$ cat config.mk
export PLATFORM = sky130hd
export DESIGN_NAME = palette_ctrl
export DESIGN_NICKNAME = d
export VERILOG_FILES = /design/src/rtl/palette_ctrl.sv
export SDC_FILE = /design/constraint.sdc
export NUM_CORES = 1
export LEC_CHECK = 0
export ABC_AREA = 0
export ABC_CLOCK_PERIOD_IN_PS = 1680
export BUFFER_PORTS_ARGS = -buffer_cell sky130_fd_sc_hd__buf_4
export CORE_UTILIZATION = 50
export DETAILED_ROUTE_END_ITERATION = 6
export HOLD_SLACK_MARGIN = 0.02
export PLACE_DENSITY = 0.69
export RECOVER_POWER = 50
export SLEW_MARGIN = 20
export SYNTH_ARGS = -nofsm -noshare
export SYNTH_HDL_FRONTEND = slang
export SYNTH_SLANG_ARGS = --single-unit
$ cat constraint.sdc
create_clock -name clk -period 1.68 [get_ports clk]
set_input_delay 0.336 -clock clk [delete_from_list [all_inputs] [get_ports clk]]
set_output_delay 0.336 -clock clk [all_outputs]
set_load 0.02 [all_outputs]
$ cat src/rtl/palette_ctrl.sv
// 8-entry colour palette: 3-bit pixel index -> registered 8-bit R/G/B.
// Host loads a shadow palette; a commit copies it to the active palette during vblank.
module palette_ctrl (
  input  logic        clk,
  input  logic        rst_n,
  input  logic        pix_valid,
  input  logic [2:0]  pix_index,
  input  logic        blank,
  input  logic        vblank_start,
  output logic [7:0]  vga_r,
  output logic [7:0]  vga_g,
  output logic [7:0]  vga_b,
  output logic        pix_out_valid,
  input  logic        wr_valid,
  output logic        wr_ready,
  input  logic [2:0]  wr_addr,
  input  logic [23:0] wr_data,
  input  logic        commit_req,
  output logic        commit_busy,
  output logic        commit_done
);

  typedef enum logic [1:0] {IDLE, ARMED, COPY, DONE} state_e;

  // Power-up palette, entries packed as {b, g, r}.
  function automatic logic [23:0] default_entry(input logic [2:0] idx);
    case (idx)
      3'd0:    default_entry = 24'h000000;
      3'd1:    default_entry = 24'h030326;
      3'd2:    default_entry = 24'h0a0a46;
      3'd3:    default_entry = 24'h38383a;
      3'd4:    default_entry = 24'h2d2621;
      3'd5:    default_entry = 24'h000000;
      3'd6:    default_entry = 24'h241211;
      default: default_entry = 24'h645f57;
    endcase
  endfunction

  state_e      state_q, state_d;
  logic [2:0]  cnt_q, cnt_d;
  logic [23:0] active_q [8];
  logic [23:0] active_d [8];
  logic [23:0] shadow_q [8];
  logic [23:0] shadow_d [8];
  logic [23:0] rgb_q, rgb_d;
  logic        pov_q, pov_d;

  assign wr_ready      = (state_q == IDLE);
  assign commit_busy   = (state_q != IDLE);
  assign commit_done   = (state_q == DONE);
  assign vga_r         = rgb_q[7:0];
  assign vga_g         = rgb_q[15:8];
  assign vga_b         = rgb_q[23:16];
  assign pix_out_valid = pov_q;

  always_comb begin
    state_d  = state_q;
    cnt_d    = cnt_q;
    active_d = active_q;
    shadow_d = shadow_q;
    rgb_d    = rgb_q;
    pov_d    = pix_valid;

    // Lookup reads the registered active palette, so a same-cycle copy yields the old entry.
    if (pix_valid) begin
      rgb_d = blank ? 24'h000000 : active_q[pix_index];
    end

    if (wr_valid && wr_ready) begin
      shadow_d[wr_addr] = wr_data;
    end

    case (state_q)
      IDLE: begin
        if (commit_req) state_d = ARMED;
      end
      ARMED: begin
        if (vblank_start) begin
          state_d = COPY;
          cnt_d   = 3'd0;
        end
      end
      COPY: begin
        active_d[cnt_q] = shadow_q[cnt_q];
        cnt_d           = cnt_q + 3'd1;
        if (cnt_q == 3'd7) state_d = DONE;
      end
      DONE: begin
        state_d = IDLE;
      end
      default: state_d = IDLE;
    endcase
  end

  always_ff @(posedge clk or negedge rst_n) begin
    if (!rst_n) begin
      state_q <= IDLE;
      cnt_q   <= 3'd0;
      rgb_q   <= 24'h000000;
      pov_q   <= 1'b0;
      for (int i = 0; i < 8; i++) begin
        active_q[i] <= default_entry(3'(i));
        shadow_q[i] <= default_entry(3'(i));
      end
    end else begin
      state_q  <= state_d;
      cnt_q    <= cnt_d;
      rgb_q    <= rgb_d;
      pov_q    <= pov_d;
      active_q <= active_d;
      shadow_q <= shadow_d;
    end
  end

endmodule
==> impl_metrics.json, run 1 <==
{
  "outcome": "complete, but fails checks",
  "violations": "negative setup slack",
  "wl_um": 47800,
  "min_to": "shadow_q[114]",
  "r2r_start": "state_q[1]",
  "grt_max_degree": 104,
  "antenna_cells": 0,
  "grt_pass1_wl_um": 72600,
  "wl_per_cell_um": 22.9,
  "nets": 1636,
  "drc": 0,
  "cts_tree": "yes",
  "synth_top_family_by_area": "multiplexers",
  "cp.required_ns": 2.13,
  "skew_ns": 0.0155,
  "end_kind": "register",
  "min_from": "wr_data[18]",
  "final-max-slew-violation-count": 0,
  "grt.overflow.total": 0,
  "yosys.area.top_type": "dfrtp_1",
  "synth_simple_gate_area_share_pct": 4.93,
  "root_buffer": "clkbuf_16",
  "fin_crit_sh_pct": 107,
  "drt-initial-drc-count": 977,
  "avgSynthCellArea_um2": 12.7,
  "synth_cell_types": 32,
  "rsz0062_at_grt": "true",
  "synth_compound_area_share_pct": 11.8,
  "synth_nets": 1506,
  "grt_pass1_vias": 12500,
  "place_congestion": 0.771,
  "tightest_slew_ns": 1.02,
  "chipHeight_um": 194,
  "synth_xor_area_share_pct": 0,
  "rr_worst_depth": 8,
  "cp-start-kind": "register",
  "post_drt_via_cell_ratio": 6.06,
  "cts_buffers": 43,
  "antenna_found_initial": 0,
  "cts_buffer_depth": 3,
  "nFillCells": 2647,
  "ant_nets": 0,
  "ff_latch_area_mm2": 0.0105,
  "ys_seq_area_share_pct": 56.7,
  "criticalPathCategory": "reg -> reg",
  "syn2layout_area_growth_pct": 24.8,
  "synth_area_mm2": 0.0185,
  "fin_hold_ws_ns": 0.0853,
  "dp_hpwl_um": 26600,
  "vias": 12700,
  "clkLatencyLatePin_ns": 0.54,
  "setup-violations-final": 249,
  "fmax_mhz": 555,
  "row_count": 70,
  "ys_warn_count": 0,
  "drive_above_1_share_pct": 36.1,
  "postSynthCellCount": 1462,
  "synth_adder_area_share_pct": 0.473,
  "hold_path_depth": 2,
  "rrSetupSlack_ns": -0.12,
  "die-area_mm2": 0.0378,
  "first_pass_iters": 6,
  "synth_top_area_share_pct": 41.6,
  "hold_path_class": "in -> reg",
  "initial_core_util_pct": 50.7,
  "critPathMaxFanout": 6,
  "leakagePower_nw": 10.2,
  "synthMuxAreaShare_pct": 22.8,
  "finalWorstSetupSlack_ns": -0.123,
  "maxSlewHeadroom_pct": 32.3,
  "finalSetupTns_ns": -12.81,
  "track_usage_pct": 24.5,
  "pre_cts_slack_ns": -0.184,
  "power.density_mw_per_mm2": 1860,
  "cts_sinks": 414,
  "cap_violations": 0,
  "period_minus_slack_ns": 1.80,
  "multi_input_area_mm2": 0.00787,
  "setup.worst_path.start": "state_q[1]",
  "cts_max_level": 2,
  "hold_violations": 0,
  "rr_endpoint": "shadow_q[126]",
  "io_buffers": 64,
  "synth-seq-cells": 414,
  "crit_arrival_ns": 2.26,
  "synthTopCellsByArea": "dfrtp_1, dfstp_2, mux2i_1",
  "core-area_mm2": 0.0365,
  "die_w_um": 194,
  "peakVddDrop_uv": 953,
  "clk_pin_slew_worst_paths_ns": 0.06,
  "boundaryPins": 65
}
==> placed cells by master, fill, tap and decap left out, drive strengths merged, types with 2 or more instances in the layout <==
cell and count:
a22oi 48, a31oi 184, a32o 26, and4b 3, and4bb 3, buf 178, bufinv 2, clkbuf 84
clkinv 4, dfrtp 308, dfstp 106, dlygate4sd3 2, ha 7, inv 13, mux2 193, mux2i 202
nand2 4, nand2b 5, nor2 193, nor2b 2, o22a 46, or3 2
==> state kept, by name, indices dropped and copies added (netlist names) <==
| register | cells |
|---|---|
| state_q | 2 |
| cnt_q | 3 |
| shadow_q | 192 |
| rgb_q | 24 |
| pix_out_valid | 1 |
| active_q | 192 |
==> worst max-delay path, cell delays in order, from the launching register on <==
cell       delay (ns)
dfrtp_1          0.40
inv_2            0.09
ha_4             0.15
nand3b_1         0.12
buf_6            0.16
nor2_4           0.15
buf_6            0.15
clkbuf_16        0.18
mux2_4           0.31
==> synthesized netlist by cell type, drive strengths merged <==
library cell / n
mux2i: 202
nor4b: 1
and4b: 3
and2: 1
o221a: 1
or3: 2
inv: 13
o21ai: 1
o22a: 46
nor2: 193
nand3: 1
a22oi: 48
nand2: 4
nand2b: 5
buf: 85
ha: 7
and4bb: 3
mux4: 1
nand3b: 1
and4: 1
nor2b: 2
mux2: 193
dfstp: 106
a32o: 26
clkbuf: 23
or2: 1
a31oi: 184
dfrtp: 308
==> through the flow <==
step | instance area [um^2] | cells | utilization, % | total power (W)
6_report | 23100 | 2093 | 63.2 | 0.0431
2_1_floorplan | 18700 | 1462 | - | 0.0268
4_1_cts | 22700 | 2083 | 62.0 | 0.0425
5_1_grt | 23100 | 2093 | 63.2 | 0.0454
3_5_place_dp | 20900 | 1992 | 57.2 | 0.0326
3_3_place_gp | 20900 | 1992 | 57.2 | 0.0319
==> report_power, final <==
group          internal [W]  total [W]  switching, W
sequential           0.0152     0.0176       0.00242
combinational       0.00847     0.0159       0.00741
clock               0.00571    0.00954       0.00384
==> area by class of cell <==
cell class	instances	share of cell area, %
sequential	414	45.4
multi-input combinational	927	34.1
timing repair buffer	193	11.6
clock buffer	71	5.77
tap	468	2.53
clock inverter	7	0.379
inverter	13	0.211
==> how the worst max path moves through the flow <==
stage               slack, ns  cells after the start             to
finish                  -0.12                      8  shadow_q[126]
global route            -0.19                      6  active_q[175]
CTS                     -0.12                      8  shadow_q[120]
detailed placement      -0.18                      6  active_q[188]
global placement        -0.09                      6  shadow_q[147]
floorplan               -0.14                      6  shadow_q[123]
==> cell families after synthesis <==
logic type               after synthesis
buffers and inverters                121
multiplexers                         396
AND/OR/NAND/NOR                      218
AO/OA/AOI/OAI                        306
adder cells (fa/ha/maj)                7
flip-flops                           414
==> per-layer routing <==
layer	vias up	global-route usage, %	wire [um]
li1	5697	-	-
met3	57	3.80	2380
met1	6555	35.6	21800
met2	366	38.8	22700
met5	-	0	0
met4	0	5.58	930
==> repair_timing <==
| action | CTS | global route |
|---|---|---|
| hold endpoints to repair | 252 | 0 |
| hold buffers | 2 | 0 |
| pin swaps | 2 | 3 |
| setup endpoints to repair | 370 | 388 |
| setup buffers | 4 | 2 |
| gates resized for setup | 35 | 75 |
| gates cloned | 7 | 9 |
(Power assumes the default switching activity.)
==> run 2: changes to the inputs <==
Settings changed: CORE_UTILIZATION 50 to 40, PLACE_DENSITY 0.69 to not set.
==> run 2 against run 1 <==
  * The run still ends with negative setup slack left
  * Cell count increased by 11%
  * Via count rose by 7.3%
  * Critical endpoint is now active_q[88]
  * Highest routed layer is now met5
  * Total power rose by 13%
  * Count of clock-buffer cells in the layout is the same
  * Utilization is 6.2 points lower
  * Worst setup slack worse by 0.045 ns
  * Largest power group is now combinational cells
==> impl_metrics.json, run 2 (same netlist as run 1, synthesis figures left out) <==
{
  "outcome": "complete, but fails checks",
  "violations": "negative setup slack",
  "path_common_cell": "buf_12",
  "grt_pass1_wl_um": 76200,
  "maxSlewHeadroom_pct": 37.4,
  "multi_input_area_mm2": 0.00910,
  "place_inst": 2142,
  "cts_sinks": 414,
  "setup-violations-final": 305,
  "tightest_slew_ns": 0.938,
  "syn2layout_area_growth_pct": 40.3,
  "ff_latch_area_mm2": 0.0105,
  "nets": 1723,
  "final_cells": 2313,
  "die_w_um": 217,
  "hold_path_depth": 2,
  "fin_crit_sh_pct": 110,
  "boundaryPins": 65,
  "critical_path.cell_chain": "buf_12 > buf_6 > and4bb_4 > buf_12 > clkbuf_16 > nor2_1 > a31oi_1",
  "root_buffer": "clkbuf_16",
  "min_from": "wr_data[16]",
  "criticalPathCategory": "reg -> reg",
  "rsz0062_at_grt": "true",
  "cts_max_level": 2,
  "cap_violations": 0,
  "worst-path-buf-inv": 4,
  "cp.required_ns": 2.16,
  "drc": 0,
  "leakagePower_nw": 11.1,
  "wl_um": 60400,
  "track_usage_pct": 20.9,
  "final-max-slew-violation-count": 0,
  "rr_worst_depth": 7,
  "r2r_start": "cnt_q[0]",
  "hold_path_class": "in -> reg",
  "slowest_delay_ns": 0.56,
  "rrSetupSlack_ns": -0.17,
  "end_kind": "register",
  "vias": 13600,
  "antenna_found_initial": 1,
  "io_buffers": 64,
  "chipHeight_um": 217,
  "power.density_mw_per_mm2": 1880,
  "cts_buffers": 44,
  "initial_core_util_pct": 40.7,
  "dp_hpwl_um": 29100,
  "place_congestion": 0.760,
  "grt_max_degree": 85,
  "hold_violations": 0,
  "drive_above_1_share_pct": 46.7,
  "clkLatencyLatePin_ns": 0.56,
  "cp-start-kind": "register",
  "die-area_mm2": 0.0471,
  "ant_nets": 0,
  "finalWorstSetupSlack_ns": -0.169,
  "slowest_stage": "dfrtp_4",
  "antenna_cells": 0,
  "reg.largest.list": "active_q: 192 flops, shadow_q: 192 flops, rgb_q: 24 flops",
  "nFillCells": 3570,
  "cts_tree": "yes",
  "post_drt_via_cell_ratio": 5.88,
  "rr_endpoint": "active_q[88]",
  "min_to": "shadow_q[184]",
  "pre_cts_slack_ns": -0.228,
  "cp_top_family": "buffers and inverters",
  "wl_per_cell_um": 26.1,
  "core-area_mm2": 0.0455,
  "cts_buffer_depth": 3,
  "fmax_mhz": 541,
  "grt_pass1_vias": 12800,
  "period_minus_slack_ns": 1.85,
  "peakVddDrop_uv": 778,
  "row_count": 78,
  "clk_pin_slew_worst_paths_ns": 0.06,
  "first_pass_iters": 7,
  "drt-initial-drc-count": 1101,
  "layout_common_cells": "dfrtp_1, mux2i_1, a31oi_1",
  "critPathMaxFanout": 7,
  "final_common_cell": "dfrtp_1",
  "grt.overflow.total": 0,
  "crit_arrival_ns": 2.33,
  "skew_ns": 0.0146
}
[run 2: changes by cell type in the layout (fill, tap and decap cells not counted), moves of 25 or more]
cell and delta:
nor2_4 +37, a31oi_1 -48, a31oi_4 +37, nor2_1 -76
mux2_4 +41, clkbuf_16 +26, nor2_2 +39, mux2_2 -49
buf_12 +25
[run 2: worst max-delay path by stage]
stage / start / endpoint / slack (ns) / cells past startpoint
floorplan: state_q[1] / shadow_q[123] / -0.14 / 6
global route: cnt_q[0] / active_q[182] / -0.20 / 6
finish: cnt_q[0] / active_q[88] / -0.17 / 7
global placement: state_q[0] / active_q[178] / -0.16 / 5
detailed placement: state_q[0] / active_q[178] / -0.23 / 5
CTS: state_q[0] / commit_busy / -0.13 / 5
[run 2: cell type report]
| class | count | area share (%) |
|---|---|---|
| clock inverter | 9 | 0.386 |
| inverter | 13 | 0.198 |
| tap | 600 | 2.89 |
| multi-input combinational | 927 | 35.1 |
| timing repair buffer | 279 | 15.7 |
| clock buffer | 71 | 5.33 |
| sequential | 414 | 40.4 |
[run 2: layer usage]
layer	wire length (um)	track usage (%)	vias to the layer above
met5	12	0	-
met4	2520	4.84	2
met3	3080	3.09	144
met2	29000	34.1	467
met1	25700	29.4	7081
li1	-	-	5905
[run 2: power by group]
group	switching, W	internal, W
Clock	0.00402	0.00593
Combinational	0.00946	0.0113
Sequential	0.00282	0.0152
[run 2: timing repair]
action	4_1_cts	5_1_grt
hold buffers	2	0
resized for setup	41	362
endpoints found under the setup margin	388	388
pin swaps	4	39
setup buffers	4	34
endpoints found under the hold margin	94	0
cloned	6	47
[run 2: through the flow]
step | setup TNS, ns | instance area, um^2 | total power, W | hold slack [ns] | util (%)
2_1_floorplan | -16.42 | 18700 | 0.0268 | 0.0404 | -
4_1_cts | -11.32 | 23100 | 0.0434 | 0.0457 | 50.8
6_report | -18.28 | 26000 | 0.0488 | 0.0658 | 57.1
5_1_grt | -42.11 | 26000 | 0.0510 | 0.0660 | 57.1
3_5_place_dp | -37.10 | 21300 | 0.0331 | 0.234 | 46.8
3_3_place_gp | -28.49 | 21300 | 0.0324 | 0.234 | 46.8
==> run 3: changes to the inputs <==
Settings changed: CELL_PAD_IN_SITES_DETAIL_PLACEMENT set to 1, CELL_PAD_IN_SITES_GLOBAL_PLACEMENT set to 1, PLACE_DENSITY set to 0.74.
==> run 3 against run 2 <==
  * The flow still finishes with violations (negative setup slack)
  * Sequential power increased by 7%
  * Critical path depth is 1 higher
  * Total power is 14% higher
  * Count of clock-buffer cells in the layout unchanged
  * Combinational power is 21% higher
  * Utilization is 2.1 points higher
  * Cell count up 0.26%
  * Non-clock buffer count grew 3
  * Hold slack got worse by 0.014 ns
  * Largest power group unchanged
==> impl_metrics.json, run 3 (same netlist as run 1, synthesis figures left out) <==
{
  "fin_hold_ws_ns": 0.0521,
  "criticalPathCategory": "reg -> reg",
  "critical_path.cell_chain": "inv_2 > ha_4 > nand3b_1 > buf_6 > nor2_4 > buf_6 > buf_16 > mux2_4",
  "antenna_found_initial": 1,
  "track_usage_pct": 27.3,
  "wl_um": 87800,
  "grt_pass1_vias": 15300,
  "final_common_cell": "dfrtp_1",
  "skew_ns": 0.0350,
  "seq_power_share_pct": 34.9,
  "ant_nets": 0,
  "post_drt_via_cell_ratio": 6.71,
  "slowest_stage": "dfrtp_1",
  "boundaryPins": 65,
  "maxSlewHeadroom_pct": 18.0,
  "nets": 1727,
  "path_common_cell": "buf_6",
  "first_pass_iters": 6,
  "dp_hpwl_um": 31800,
  "min_from": "wr_data[22]",
  "cp.required_ns": 2.15,
  "clkLatencyLatePin_ns": 0.59,
  "io_buffers": 64,
  "die-area_mm2": 0.0471,
  "combPwrFrac_pct": 45.4,
  "row_count": 78,
  "finalSetupTns_ns": -65.75,
  "root_buffer": "clkbuf_16",
  "critPathMaxFanout": 6,
  "core-area_mm2": 0.0455,
  "power.share.clock_pct": 19.7,
  "cp_top_family": "buffers and inverters",
  "fmax_mhz": 497,
  "worst-path-buf-inv": 4,
  "power.density_mw_per_mm2": 2060,
  "tightest_slew_ns": 1.23,
  "setup-violations-final": 386,
  "chipHeight_um": 217,
  "grt_pass1_wl_um": 97000,
  "finalPower_w": 0.0554,
  "clk_pin_slew_worst_paths_ns": 0.07,
  "cts_max_level": 2,
  "cap_violations": 0,
  "leakagePower_nw": 11.3,
  "setup.worst_path.start": "state_q[0]",
  "cts_buffers": 45,
  "hold_violations": 0,
  "final-max-slew-violation-count": 0,
  "crit_arrival_ns": 2.48,
  "grt_max_degree": 95,
  "hold_path_class": "in -> reg",
  "rsz0062_at_grt": "true",
  "cts_sinks": 414,
  "violations": "negative setup slack",
  "end_kind": "register",
  "p_switching_w": 0.0217,
  "outcome": "complete, but fails checks",
  "drc": 0,
  "layout_common_cells": "dfrtp_1, mux2i_1, mux2_4",
  "drive_above_1_share_pct": 48.8,
  "cts_buffer_depth": 3,
  "period_minus_slack_ns": 2.01,
  "drt-initial-drc-count": 1337,
  "slowest_delay_ns": 0.40,
  "place_congestion": 0.748,
  "r2r_start": "state_q[0]",
  "switching_share_pct": 39.1,
  "intPower_w": 0.0338,
  "cts_tree": "yes",
  "die_w_um": 217,
  "peakVddDrop_uv": 851,
  "wl_per_cell_um": 37.9,
  "vias": 15600,
  "cp-start-kind": "register",
  "reg.largest.list": "active_q: 192 flops, shadow_q: 192 flops, rgb_q: 24 flops",
  "grt.overflow.total": 0,
  "fin_crit_sh_pct": 120,
  "syn2layout_area_growth_pct": 45.3,
  "finalWorstSetupSlack_ns": -0.330,
  "initial_core_util_pct": 40.7
}
-- run 3: worst paths after layout --
| check | depth (start not counted) | endpoint | slack (ns) |
|---|---|---|---|
| max in group asynchronous | 3 | active_q[76] | 0.01 |
| worst min-delay path | 2 | shadow_q[166] | 0.05 |
| min in group asynchronous | 2 | active_q[67] | 0.18 |
| worst max-delay path | 8 | shadow_q[39] | -0.33 |
| worst max register to register | 8 | shadow_q[39] | -0.33 |
| worst min register to register | 1 | rgb_q[12] | 0.49 |
-- run 3: what timing repair did --
item,4_1_cts,5_1_grt
pin swaps,25,71
endpoints found under the hold margin,313,0
gates resized for setup,108,394
buffers inserted,31,26
cloned,22,32
hold buffers,2,0
setup endpoints to repair,388,388
-- run 3: worst reg2reg max path, cell delays in order (launching register included) --
cell and delay, ns:
dfrtp_1 0.40, inv_2 0.12, ha_4 0.16, nand3b_1 0.16, buf_6 0.19, nor2_4 0.21
buf_6 0.17, buf_16 0.15, mux2_4 0.32
-- run 3: cell type report --
type | count | area, um^2
fill | 4196 | 18600
multi-input combinational | 927 | 9760
sequential | 414 | 10500
antenna | 1 | 2.50
timing repair buffer | 282 | 4290
inverter | 13 | 51.3
clock buffer | 71 | 1380
clock inverter | 11 | 168
tap | 600 | 751
-- run 3: layer usage --
metal / part of all wire (%) / GRT usage [%]
met1: 36 / 33.7
met3: 8.7 / 4.50
met5: 0 / 0
met2: 47 / 46.3
met4: 8.5 / 13.8
-- run 3: through the flow --
stage	std cells	instance area, um^2	setup WS, ns	utilization, %
after global routing	2319	26900	-0.331	59.1
after floorplan	1462	18700	-0.143	-
final	2319	26900	-0.330	59.1
after detailed placement	2137	21300	-0.206	46.8
after global placement	2137	21300	-0.0834	46.8
after CTS	2274	24200	-0.133	53.2
-- run 3: power groups by stage --
stage	logic (W)	registers, W	clock network [W]
2_1_floorplan	0.00967	0.0171	0
3_3_place_gp	0.0150	0.0174	0
3_5_place_dp	0.0158	0.0179	0
4_1_cts	0.0178	0.0178	0.0105
5_1_grt	0.0258	0.0195	0.0112
6_report	0.0252	0.0193	0.0109
